`config.mk`:
```
export PLATFORM = sky130hd
export DESIGN_NAME = ecc_apb_sequencer_flat
export DESIGN_NICKNAME = d
export VERILOG_FILES = /design/src/rtl/ecc_apb_sequencer_if.sv /design/src/rtl/ecc_apb_sequencer.sv /design/src/flat_wrapper.sv
export SDC_FILE = /design/constraint.sdc
export NUM_CORES = 1
export LEC_CHECK = 0
export BUFFER_PORTS_ARGS = -buffer_cell sky130_fd_sc_hd__buf_2
export CORE_MARGIN = 2
export CORE_UTILIZATION = 49
export DETAILED_ROUTE_END_ITERATION = 10
export PLACE_DENSITY = 0.8
export SLEW_MARGIN = 20
export SYNTH_ARGS = -nofsm -noshare
export SYNTH_HDL_FRONTEND = slang
export SYNTH_SLANG_ARGS = --single-unit
export TNS_END_PERCENT = 1
```
`constraint.sdc`:
```
create_clock -name clk -period 2.3 [get_ports clk]
set_clock_uncertainty 0.05 [all_clocks]
set_input_delay 0 -clock clk [delete_from_list [all_inputs] [get_ports clk]]
set_output_delay 0 -clock clk [all_outputs]
set_load 0.02 [all_outputs]
```
`src/rtl/ecc_apb_sequencer_if.sv`:
```
// ecc_apb_sequencer_if
//   Groups every non-clock signal of the ECC APB sequencer. The sequencer
//   uses the master modport. A host/bench that drives requests and plays the
//   ECC slave uses the slave modport.
//   Request side : req_valid, req_ready, req_op, req_data, req_width, req_noise
//   APB side     : paddr, pwdata, psel, penable, pwrite
//   ECC status   : operation_done, data_out, num_of_errors
//   Response     : rsp_valid, rsp_data, rsp_num_of_errors, rsp_timeout, rsp_err
interface ecc_apb_sequencer_if #(
   parameter int AMBA_ADDR_WIDTH = 32,
   parameter int AMBA_WORD       = 32,
   parameter int DATA_WIDTH      = 32
);
   logic                       req_valid;
   logic                       req_ready;
   logic [1:0]                 req_op;
   logic [DATA_WIDTH-1:0]      req_data;
   logic [1:0]                 req_width;
   logic [DATA_WIDTH-1:0]      req_noise;

   logic [AMBA_ADDR_WIDTH-1:0] paddr;
   logic [AMBA_WORD-1:0]       pwdata;
   logic                       psel;
   logic                       penable;
   logic                       pwrite;

   logic                       operation_done;
   logic [DATA_WIDTH-1:0]      data_out;
   logic [1:0]                 num_of_errors;

   logic                       rsp_valid;
   logic [DATA_WIDTH-1:0]      rsp_data;
   logic [1:0]                 rsp_num_of_errors;
   logic                       rsp_timeout;
   logic                       rsp_err;

   modport master (
      input  req_valid, req_op, req_data, req_width, req_noise,
      input  operation_done, data_out, num_of_errors,
      output req_ready,
      output paddr, pwdata, psel, penable, pwrite,
      output rsp_valid, rsp_data, rsp_num_of_errors, rsp_timeout, rsp_err
   );

   modport slave (
      output req_valid, req_op, req_data, req_width, req_noise,
      output operation_done, data_out, num_of_errors,
      input  req_ready,
      input  paddr, pwdata, psel, penable, pwrite,
      input  rsp_valid, rsp_data, rsp_num_of_errors, rsp_timeout, rsp_err
   );
endinterface

```
`src/rtl/ecc_apb_sequencer.sv`:
```
// ecc_apb_sequencer
//   APB master that programs the ECC encoder/decoder for one request at a
//   time: DATA_IN (0x04), CODEWORD_WIDTH (0x08), NOISE (0x0C), then CTRL
//   (0x00) as the trigger. It then waits for operation_done (bounded by
//   TIMEOUT_CYCLES) and returns the result as a one-cycle response.
//
//   Ports
//     clk  : single clock, rising edge
//     rst  : synchronous, active-low reset
//     bus  : ecc_apb_sequencer_if.master (request, APB, ECC status, response)
//
//   Build option
//     ECC_SEQ_REG_CACHE_EN : remember the last written CODEWORD_WIDTH/NOISE
//                            and skip writes whose value is unchanged.
//
//   state        | meaning
//   -------------+-------------------------------------------------------
//   ST_IDLE      | req_ready high, waiting for a request
//   ST_SETUP     | APB setup phase of the register selected by reg_sel_q
//   ST_ACCESS    | APB access phase of the same register (no pready)
//   ST_WAIT_DONE | CTRL written, waiting for operation_done or timeout
//   ST_RESP      | rsp_valid strobe, payload registers already loaded
module ecc_apb_sequencer #(
   parameter int AMBA_ADDR_WIDTH = 32,
   parameter int AMBA_WORD       = 32,
   parameter int DATA_WIDTH      = 32,
   parameter int TIMEOUT_CYCLES  = 1024
) (
   input logic                  clk,
   input logic                  rst,
   ecc_apb_sequencer_if.master  bus
);

   localparam int CNT_W = $clog2(TIMEOUT_CYCLES + 1);
   localparam logic [CNT_W-1:0] CNT_LIMIT = CNT_W'(TIMEOUT_CYCLES);

   typedef enum logic [2:0] {
      ST_IDLE,
      ST_SETUP,
      ST_ACCESS,
      ST_WAIT_DONE,
      ST_RESP
   } state_t;

   // Encoding doubles as the word index of the register address.
   typedef enum logic [1:0] {
      REG_CTRL  = 2'd0,
      REG_DATA  = 2'd1,
      REG_WIDTH = 2'd2,
      REG_NOISE = 2'd3
   } reg_sel_t;

   state_t                     state_q, state_d;
   reg_sel_t                   reg_sel_q, reg_sel_d;
   logic                       ready_q;

   logic [1:0]                 op_q;
   logic [DATA_WIDTH-1:0]      data_q;
   logic [1:0]                 width_q;
   logic [DATA_WIDTH-1:0]      noise_q;
   logic [CNT_W-1:0]           cnt_q;

   logic [DATA_WIDTH-1:0]      rsp_data_q;
   logic [1:0]                 rsp_num_q;
   logic                       rsp_timeout_q;
   logic                       rsp_err_q;

   logic                       accept;
   logic                       done_hit;
   logic                       timeout_hit;
   logic                       ctrl_written;
   logic                       skip_width;
   logic                       skip_noise;

   logic [AMBA_ADDR_WIDTH-1:0] paddr_c;
   logic [AMBA_WORD-1:0]       pwdata_c;
   logic                       psel_c;
   logic                       penable_c;
   logic                       pwrite_c;

   assign ctrl_written = (state_q == ST_ACCESS) && (reg_sel_q == REG_CTRL);

`ifdef ECC_SEQ_REG_CACHE_EN
   logic                       cache_valid_q;
   logic [1:0]                 cache_width_q;
   logic [DATA_WIDTH-1:0]      cache_noise_q;

   // Cache is committed only once CTRL is written, so both values are known
   // to be in the slave. A timeout leaves the slave state in doubt.
   always_ff @(posedge clk) begin
      if (!rst) begin
         cache_valid_q <= 1'b0;
         cache_width_q <= '0;
         cache_noise_q <= '0;
      end else if (timeout_hit) begin
         cache_valid_q <= 1'b0;
      end else if (ctrl_written) begin
         cache_valid_q <= 1'b1;
         cache_width_q <= width_q;
         cache_noise_q <= noise_q;
      end
   end

   assign skip_width = cache_valid_q && (cache_width_q == width_q);
   assign skip_noise = cache_valid_q && (cache_noise_q == noise_q);
`else
   assign skip_width = 1'b0;
   assign skip_noise = 1'b0;
`endif

   always_ff @(posedge clk) begin
      if (!rst) begin
         state_q   <= ST_IDLE;
         reg_sel_q <= REG_DATA;
         ready_q   <= 1'b0;
      end else begin
         state_q   <= state_d;
         reg_sel_q <= reg_sel_d;
         ready_q   <= (state_d == ST_IDLE);
      end
   end

   always_comb begin
      state_d     = state_q;
      reg_sel_d   = reg_sel_q;
      accept      = 1'b0;
      done_hit    = 1'b0;
      timeout_hit = 1'b0;
      case (state_q)
         ST_IDLE: begin
            // ready_q keeps the sequencer deaf for the first cycle after reset
            if (ready_q && bus.req_valid) begin
               accept = 1'b1;
               if (bus.req_op == 2'd0) begin
                  state_d = ST_RESP;
               end else begin
                  state_d   = ST_SETUP;
                  reg_sel_d = REG_DATA;
               end
            end
         end
         ST_SETUP: begin
            state_d = ST_ACCESS;
         end
         ST_ACCESS: begin
            state_d = ST_SETUP;
            case (reg_sel_q)
               REG_DATA: begin
                  if (!skip_width) begin
                     reg_sel_d = REG_WIDTH;
                  end else if (!skip_noise) begin
                     reg_sel_d = REG_NOISE;
                  end else begin
                     reg_sel_d = REG_CTRL;
                  end
               end
               REG_WIDTH: begin
                  if (!skip_noise) begin
                     reg_sel_d = REG_NOISE;
                  end else begin
                     reg_sel_d = REG_CTRL;
                  end
               end
               REG_NOISE: begin
                  reg_sel_d = REG_CTRL;
               end
               default: begin
                  state_d = ST_WAIT_DONE;
               end
            endcase
         end
         ST_WAIT_DONE: begin
            // done takes priority over a simultaneous counter limit
            if (bus.operation_done) begin
               done_hit = 1'b1;
               state_d  = ST_RESP;
            end else if (cnt_q == CNT_LIMIT) begin
               timeout_hit = 1'b1;
               state_d     = ST_RESP;
            end
         end
         ST_RESP: begin
            state_d = ST_IDLE;
         end
         default: begin
            state_d = ST_IDLE;
         end
      endcase
   end

   always_ff @(posedge clk) begin
      if (!rst) begin
         op_q          <= '0;
         data_q        <= '0;
         width_q       <= '0;
         noise_q       <= '0;
         cnt_q         <= '0;
         rsp_data_q    <= '0;
         rsp_num_q     <= '0;
         rsp_timeout_q <= 1'b0;
         rsp_err_q     <= 1'b0;
      end else begin
         if (accept) begin
            op_q    <= bus.req_op;
            data_q  <= bus.req_data;
            width_q <= bus.req_width;
            noise_q <= bus.req_noise;
         end

         if (ctrl_written) begin
            cnt_q <= '0;
         end else if ((state_q == ST_WAIT_DONE) && (cnt_q != CNT_LIMIT)) begin
            cnt_q <= cnt_q + CNT_W'(1);
         end

         if (accept && (bus.req_op == 2'd0)) begin
            rsp_data_q    <= '0;
            rsp_num_q     <= '0;
            rsp_timeout_q <= 1'b0;
            rsp_err_q     <= 1'b1;
         end else if (done_hit) begin
            rsp_data_q    <= bus.data_out;
            rsp_num_q     <= bus.num_of_errors;
            rsp_timeout_q <= 1'b0;
            rsp_err_q     <= 1'b0;
         end else if (timeout_hit) begin
            rsp_data_q    <= '0;
            rsp_num_q     <= '0;
            rsp_timeout_q <= 1'b1;
            rsp_err_q     <= 1'b0;
         end
      end
   end

   always_comb begin
      psel_c    = 1'b0;
      penable_c = 1'b0;
      pwrite_c  = 1'b0;
      paddr_c   = '0;
      pwdata_c  = '0;
      if ((state_q == ST_SETUP) || (state_q == ST_ACCESS)) begin
         psel_c       = 1'b1;
         penable_c    = (state_q == ST_ACCESS);
         pwrite_c     = 1'b1;
         paddr_c[3:0] = {reg_sel_q, 2'b00};
         case (reg_sel_q)
            REG_DATA:  pwdata_c[DATA_WIDTH-1:0] = data_q;
            REG_WIDTH: pwdata_c[1:0]            = width_q;
            REG_NOISE: pwdata_c[DATA_WIDTH-1:0] = noise_q;
            default:   pwdata_c[1:0]            = op_q - 2'd1;
         endcase
      end
   end

   assign bus.req_ready         = ready_q;
   assign bus.paddr             = paddr_c;
   assign bus.pwdata            = pwdata_c;
   assign bus.psel              = psel_c;
   assign bus.penable           = penable_c;
   assign bus.pwrite            = pwrite_c;
   assign bus.rsp_valid         = (state_q == ST_RESP);
   assign bus.rsp_data          = rsp_data_q;
   assign bus.rsp_num_of_errors = rsp_num_q;
   assign bus.rsp_timeout       = rsp_timeout_q;
   assign bus.rsp_err           = rsp_err_q;

endmodule

```
`src/flat_wrapper.sv`:
```
// flat-port wrapper written by rule: the top's interface ports become plain ports
module ecc_apb_sequencer_flat 
#(
   parameter int AMBA_ADDR_WIDTH = 32,
   parameter int AMBA_WORD       = 32,
   parameter int DATA_WIDTH      = 32,
   parameter int TIMEOUT_CYCLES  = 1024
)
  (clk, rst, bus_req_valid, bus_req_op, bus_req_data, bus_req_width, bus_req_noise, bus_operation_done, bus_data_out, bus_num_of_errors, bus_req_ready, bus_paddr, bus_pwdata, bus_psel, bus_penable, bus_pwrite, bus_rsp_valid, bus_rsp_data, bus_rsp_num_of_errors, bus_rsp_timeout, bus_rsp_err);
  ecc_apb_sequencer_if #(.AMBA_ADDR_WIDTH(AMBA_ADDR_WIDTH), .AMBA_WORD(AMBA_WORD), .DATA_WIDTH(DATA_WIDTH)) bus_i ();
  input logic clk;
  input logic rst;
  input wire logic [$bits(bus_i.req_valid)-1:0] bus_req_valid;
  input wire logic [$bits(bus_i.req_op)-1:0] bus_req_op;
  input wire logic [$bits(bus_i.req_data)-1:0] bus_req_data;
  input wire logic [$bits(bus_i.req_width)-1:0] bus_req_width;
  input wire logic [$bits(bus_i.req_noise)-1:0] bus_req_noise;
  input wire logic [$bits(bus_i.operation_done)-1:0] bus_operation_done;
  input wire logic [$bits(bus_i.data_out)-1:0] bus_data_out;
  input wire logic [$bits(bus_i.num_of_errors)-1:0] bus_num_of_errors;
  output wire logic [$bits(bus_i.req_ready)-1:0] bus_req_ready;
  output wire logic [$bits(bus_i.paddr)-1:0] bus_paddr;
  output wire logic [$bits(bus_i.pwdata)-1:0] bus_pwdata;
  output wire logic [$bits(bus_i.psel)-1:0] bus_psel;
  output wire logic [$bits(bus_i.penable)-1:0] bus_penable;
  output wire logic [$bits(bus_i.pwrite)-1:0] bus_pwrite;
  output wire logic [$bits(bus_i.rsp_valid)-1:0] bus_rsp_valid;
  output wire logic [$bits(bus_i.rsp_data)-1:0] bus_rsp_data;
  output wire logic [$bits(bus_i.rsp_num_of_errors)-1:0] bus_rsp_num_of_errors;
  output wire logic [$bits(bus_i.rsp_timeout)-1:0] bus_rsp_timeout;
  output wire logic [$bits(bus_i.rsp_err)-1:0] bus_rsp_err;
  assign bus_i.req_valid = bus_req_valid;
  assign bus_i.req_op = bus_req_op;
  assign bus_i.req_data = bus_req_data;
  assign bus_i.req_width = bus_req_width;
  assign bus_i.req_noise = bus_req_noise;
  assign bus_i.operation_done = bus_operation_done;
  assign bus_i.data_out = bus_data_out;
  assign bus_i.num_of_errors = bus_num_of_errors;
  assign bus_req_ready = bus_i.req_ready;
  assign bus_paddr = bus_i.paddr;
  assign bus_pwdata = bus_i.pwdata;
  assign bus_psel = bus_i.psel;
  assign bus_penable = bus_i.penable;
  assign bus_pwrite = bus_i.pwrite;
  assign bus_rsp_valid = bus_i.rsp_valid;
  assign bus_rsp_data = bus_i.rsp_data;
  assign bus_rsp_num_of_errors = bus_i.rsp_num_of_errors;
  assign bus_rsp_timeout = bus_i.rsp_timeout;
  assign bus_rsp_err = bus_i.rsp_err;
  ecc_apb_sequencer #(.AMBA_ADDR_WIDTH(AMBA_ADDR_WIDTH), .AMBA_WORD(AMBA_WORD), .DATA_WIDTH(DATA_WIDTH), .TIMEOUT_CYCLES(TIMEOUT_CYCLES)) u_core (.clk(clk), .rst(rst), .bus(bus_i));
endmodule
```
======== After elaboration in Yosys (flattened, before gate mapping) ========
Cells that the tools add are included.
storage, ports and cells
  register bits after elaboration ......... 121
  bits of input ports ..................... 106
  output and inout port bits .............. 105
  word-level logic and storage cells ...... 74
cells by class
  add/sub/neg operators ................... 2
  equal/unequal tests ..................... 12
  multiplexer cells ....................... 30
  bitwise gates (word level) .............. 1
  reduce and logical (&&, ||, !) cells .... 17
operator list
  cell                   number
  $mux 32                3
  $pmux 30 s2            1
  $mux 1                 12
  $mux 3                 4
  $pmux 2 s3             2
  $pmux 3 s4             1
  $add 11x1->11 const B  1
  $eq 11x11->1 const B   1
  $ne 11x11->1 const B   1
  $mux 2                 5
  $eq 3x2->1 const B     2
  $logic_not 3->1        2
  $reduce_or 3->1        2
  $eq 2x2->1 const B     2
  $logic_and 1x1->1      4
  $logic_not 2->1        2
  $mux 4                 1
  $ne 4x4->1 const B     1
  $pmux 2 s2             1
  $reduce_and 4->1       1
  $reduce_bool 2->1      2
  $reduce_or 2->1        2
  $eq 3x1->1 const B     1
  $eq 3x3->1 const B     1
  7 further kinds        7

======== Longest topological paths before layout ========
  depth after elaboration ................. 7
  gate-level depth with buffers ........... 8

======== Worst setup path after synthesis ========
Ideal clock, no wire load.
  kind .................................... register to register
  start ................................... reg u_core.cnt_q[0]
  end ..................................... reg u_core.state_q[2]
  arrival time ............................ 1.491 ns
  data required time ...................... 2.135 ns
  slack ................................... 0.645 ns
  stages on the path, launching flop included .. 8
  cell sequence ........................... dfxtp_1 > inv_1 > ha_1 > nor4b_2 > a31oi_2 > buf_2 > nor2_1 > o21a_1
between the ends
  cells in the longest elaborated chain, start to end .. 4
RTL lines
  item                      RTL line                  RTL
  start: declaration        ecc_apb_sequencer.sv:61   logic [CNT_W-1:0] cnt_q;
  start signal: assignment  ecc_apb_sequencer.sv:213  cnt_q <= cnt_q + CNT_W'(1);
  $eq 11x11->1              ecc_apb_sequencer.sv:177  end else if (cnt_q == CNT_LIMIT) begin
  $mux 3                    ecc_apb_sequencer.sv:177
  $mux 3                    ecc_apb_sequencer.sv:174  if (bus.operation_done) begin
  $pmux 3 s4                ecc_apb_sequencer.sv:129  case (state_q)
  end signal: assignment    ecc_apb_sequencer.sv:117  state_q <= state_d;
  end: declaration          ecc_apb_sequencer.sv:53   state_t state_q, state_d;
Every way passes these cells.
A chain may end at the register's enable or synchronous reset.

======== Final worst setup path ========
  start ................................... reg u_core.cnt_q[0]
  end ..................................... reg u_core.rsp_data_q[10], in the netlist u_core.bus.rsp_data[10]
between the ends
  cells in the longest elaborated chain, start to end .. 5
RTL lines
  item                                RTL line                  RTL
  $eq 11x11->1                        ecc_apb_sequencer.sv:177
  $mux 1                              ecc_apb_sequencer.sv:177
  $mux 1                              ecc_apb_sequencer.sv:174
  $mux 1                              ecc_apb_sequencer.sv:129
  $reduce_bool 2->1 (no source line)  -
  end signal: assignment              ecc_apb_sequencer.sv:222  rsp_data_q <= bus.data_out;
  end: declaration                    ecc_apb_sequencer.sv:63   logic [DATA_WIDTH-1:0] rsp_data_q;
Every way passes these cells.

==> flow_summary_export.csv <==
group,metric,value,unit
routing,wire_per_inst,15.2,µm
yosys,synth.avg_cell_area,8.04,µm²
floorplanning,ioPinCount,211,
yosys,ys_warn_count,0,
cells_and_area,drive_above_1_share,0.243,
routing,wl,16900,µm
global_routing,grt_start_max_net_pins,69,
flow_run,cap_violations,0,
cts,clk_pin_slew,0.06,ns
global_routing,grtUsageMet1,0.320,
routing,avgViaCountPerCell,5.23,
routing,ant_nets,0,
cells_and_area,diodes,0,
yosys,synth_enable_flop_cells,0,
sta,fin_tns_setup,0,ns
sta,finalWorstSetupSlack,0.0771,ns
placed_design,dp_worst_setup_slack,0.467,ns
sta,fmax,450,MHz
cts,clk-insertion-delay-late,0.52,ns
power_and_ir_drop,power_density,665,mW/mm²
critical_path,crit_arrival,2.63,ns
cells_and_area,final_util,0.750,
floorplanning,std_cell_rows,38,
critical_path,crit_fanout,34,
sta,fin_crit,2.22,ns
global_routing,grt_util_met3,0.0628,
yosys,async_flop_share,0,
cts,root_buffer,"clkbuf_8",
critical_path,crit_buf_inv,3,
critical_path,path_class,"reg2reg",
critical_path,required,2.71,ns
global_routing,antenna_found_initial,0,
global_routing,grt_pass1_wl,26300,µm
floorplanning,coreArea,0.0108,mm²
global_routing,grt_usage,0.278,
cts,cts_sinks,121,
cts,postCtsSetupBuffers,0,
cts,htree_levels,4,
placed_design,hpwl,9310,µm
routing,drc_errors,0,
sta,whs,0.214,ns
min_path,min_path_cells,4,
power_and_ir_drop,power,5400,µW
floorplanning,die_w,110,µm
global_routing,overflow,0,
routing,dr_total_vias,5818,
floorplanning,dieHeight,110,µm
critical_path,cpPeakStageDelay,0.58,ns
floorplanning,dieArea,0.0120,mm²
sta,rsz0062_at_grt,"false",
floorplanning,initial_core_util,0.503,
yosys,netlist_instances,678,
critical_path,cp-start-kind,"flip-flop",
placed_design,portBuffers,180,
cells_and_area,final_cell_mix,"180 x buf_2, 175 x nand2_1, 124 x dlygate4sd3_1",
sta,setup_viol,0,
min_path,min_path_type,"in2reg",
sta,maxSlewViolCount,0,
global_routing,use_met2,0.481,
yosys,ys_seq_area_frac,0.444,
routing,dr.pass1.iters,7,
outcome,status,"finished clean",
yosys,synth_flop_cell,"dfxtp_1",
critical_path,path_depth,8,
cells_and_area,nets,1073,
yosys,syn_area,0.00545,mm²
cts,cts_tree,"done",
critical_path,critPathSlowestCell,"dlygate4sd3_1",
critical_path,reg2reg_depth,8,
critical_path,path_cells,"inv_1 -> ha_1 -> nor4b_4 -> a31oi_4 -> buf_12 -> o21ai_1 -> a21oi_1 -> dlygate4sd3_1",
power_and_ir_drop,vdd_drop_max,0.000411,V
yosys,ys_ff_latch,121,
cells_and_area,final_common_cell,"buf_2",
global_routing,busiest_layer,"met2",
critical_path,critical-path-top-delay-family,"buffers and inverters",
placed_design,gp_congestion,0.782,
routing,drt_iter0_markers,649,
global_routing,grt_pass1_vias,5686,
cts,cts_max_path_buffers,2,
sta,period_share,0.966,
yosys,synth_cell_type_count,47,
sta,hold_viol_final,0,
cts,numCtsBuffers,17,
power_and_ir_drop,p_leak,0.00345,µW
critical_path,end_kind,"flip-flop",
cells_and_area,area.growth.synth_to_final,49.0,%
==> per-layer routing <==
layer / routed length, µm / vias to the layer above
met2: 8140 / 302
li1: - / 2784
met3: 1380 / 56
met5: 0 / -
met4: 587 / 0
met1: 6770 / 2676
==> area by class of cell <==
class / count / area [µm²]
multi-input cells: 494 / 2680
repair buffers: 316 / 2260
clock buffers: 18 / 418
flip-flops and latches: 121 / 2420
fillers: 719 / 2720
well taps: 140 / 175
clock inverters: 14 / 138
inverters: 10 / 37.5
==> synth_stat cells (2+ instances only) <==
master    count  area [µm²]
nand2_1     175         657
dfxtp_1     121        2420
nand3_1       3        15.0
nand2b_1      3        18.8
o21ai_0      19        95.1
buf_4        35         263
mux2i_1       2        20.0
clkbuf_1     30         113
inv_1        10        37.5
ha_1          7        87.6
a31oi_1       2        12.5
a222oi_1      2        20.0
buf_2        17        85.1
nor3_1        8        40.0
a22oi_1      30         225
a21boi_1     20         150
nor4b_2       2        30.0
xor2_1        2        17.5
a21oi_1      38         190
a21boi_0     50         375
nand4_2       2        25.0
o31ai_1       2        15.0
xnor2_1       8        70.1
nor2_1       51         191
nand4_1       2        12.5
o21ai_1      16        80.1
==> worst paths after layout <==
| path | startpoint | endpoint | slack [ns] |
|---|---|---|---|
| setup / recovery | u_core.cnt_q[0] | u_core.bus.rsp_data[10] | 0.08 |
| hold / removal | bus_data_out[4] | u_core.bus.rsp_data[4] | 0.21 |
| setup reg to reg | u_core.cnt_q[0] | u_core.bus.rsp_data[10] | 0.08 |
| hold reg to reg | u_core.data_q[18] | u_core.data_q[18] | 0.41 |
==> report_power, final <==
part	internal, µW	switching, µW	total, µW
registers	2170	49.7	2220
logic	324	354	678
clock network	1460	1050	2500
==> kinds of logic (layout without fill, tap and decap cells) <==
family / Yosys count / in the layout / share of synthesized area
AOI/OAI and AO/OA: 186 / 186 / 0.228
muxes: 2 / 2 / 0.00367
and+or+nand+nor: 259 / 259 / 0.200
adders and majority gates: 7 / 7 / 0.0161
DFF: 121 / 121 / 0.444
xor gates and xnor gates: 10 / 10 / 0.0161
other: 1 / 30 / 0.000688
buffers and inverters: 92 / 358 / 0.0913
==> flip-flops by register name, indices dropped and copies added (netlist names) <==
signal / flops
u_core.state_q: 3
u_core.bus.rsp_timeout: 1
u_core.noise_q: 32
u_core.cnt_q: 11
u_core.bus.rsp_err: 1
u_core.reg_sel_q: 2
u_core.bus.rsp_data: 32
u_core.bus.req_ready: 1
u_core.op_q: 2
u_core.width_q: 2
u_core.data_q: 32
u_core.bus.rsp_num_of_errors: 2
==> per-stage QoR <==
stage	area (µm²)	instances
floorplan	5560	707
global placement	6300	957
detailed placement	6300	957
CTS	8100	1113
global route	8130	1113
finish	8130	1113
==> repair_timing <==
item                       in CTS  in global routing
resized for setup               0                  7
hold endpoints to repair      107                  0
hold buffers                  124                  0
setup endpoints to repair       0                 27
==> tightest hold or removal path, delay by kind of cell <==
kind / cells / cell delay, ns
buffers and inverters: 2 / 0.65
AND/OR/NAND/NOR: 1 / 0.04
AO/OA/AOI/OAI: 1 / 0.05
Power figures use the tool's default switching activity.
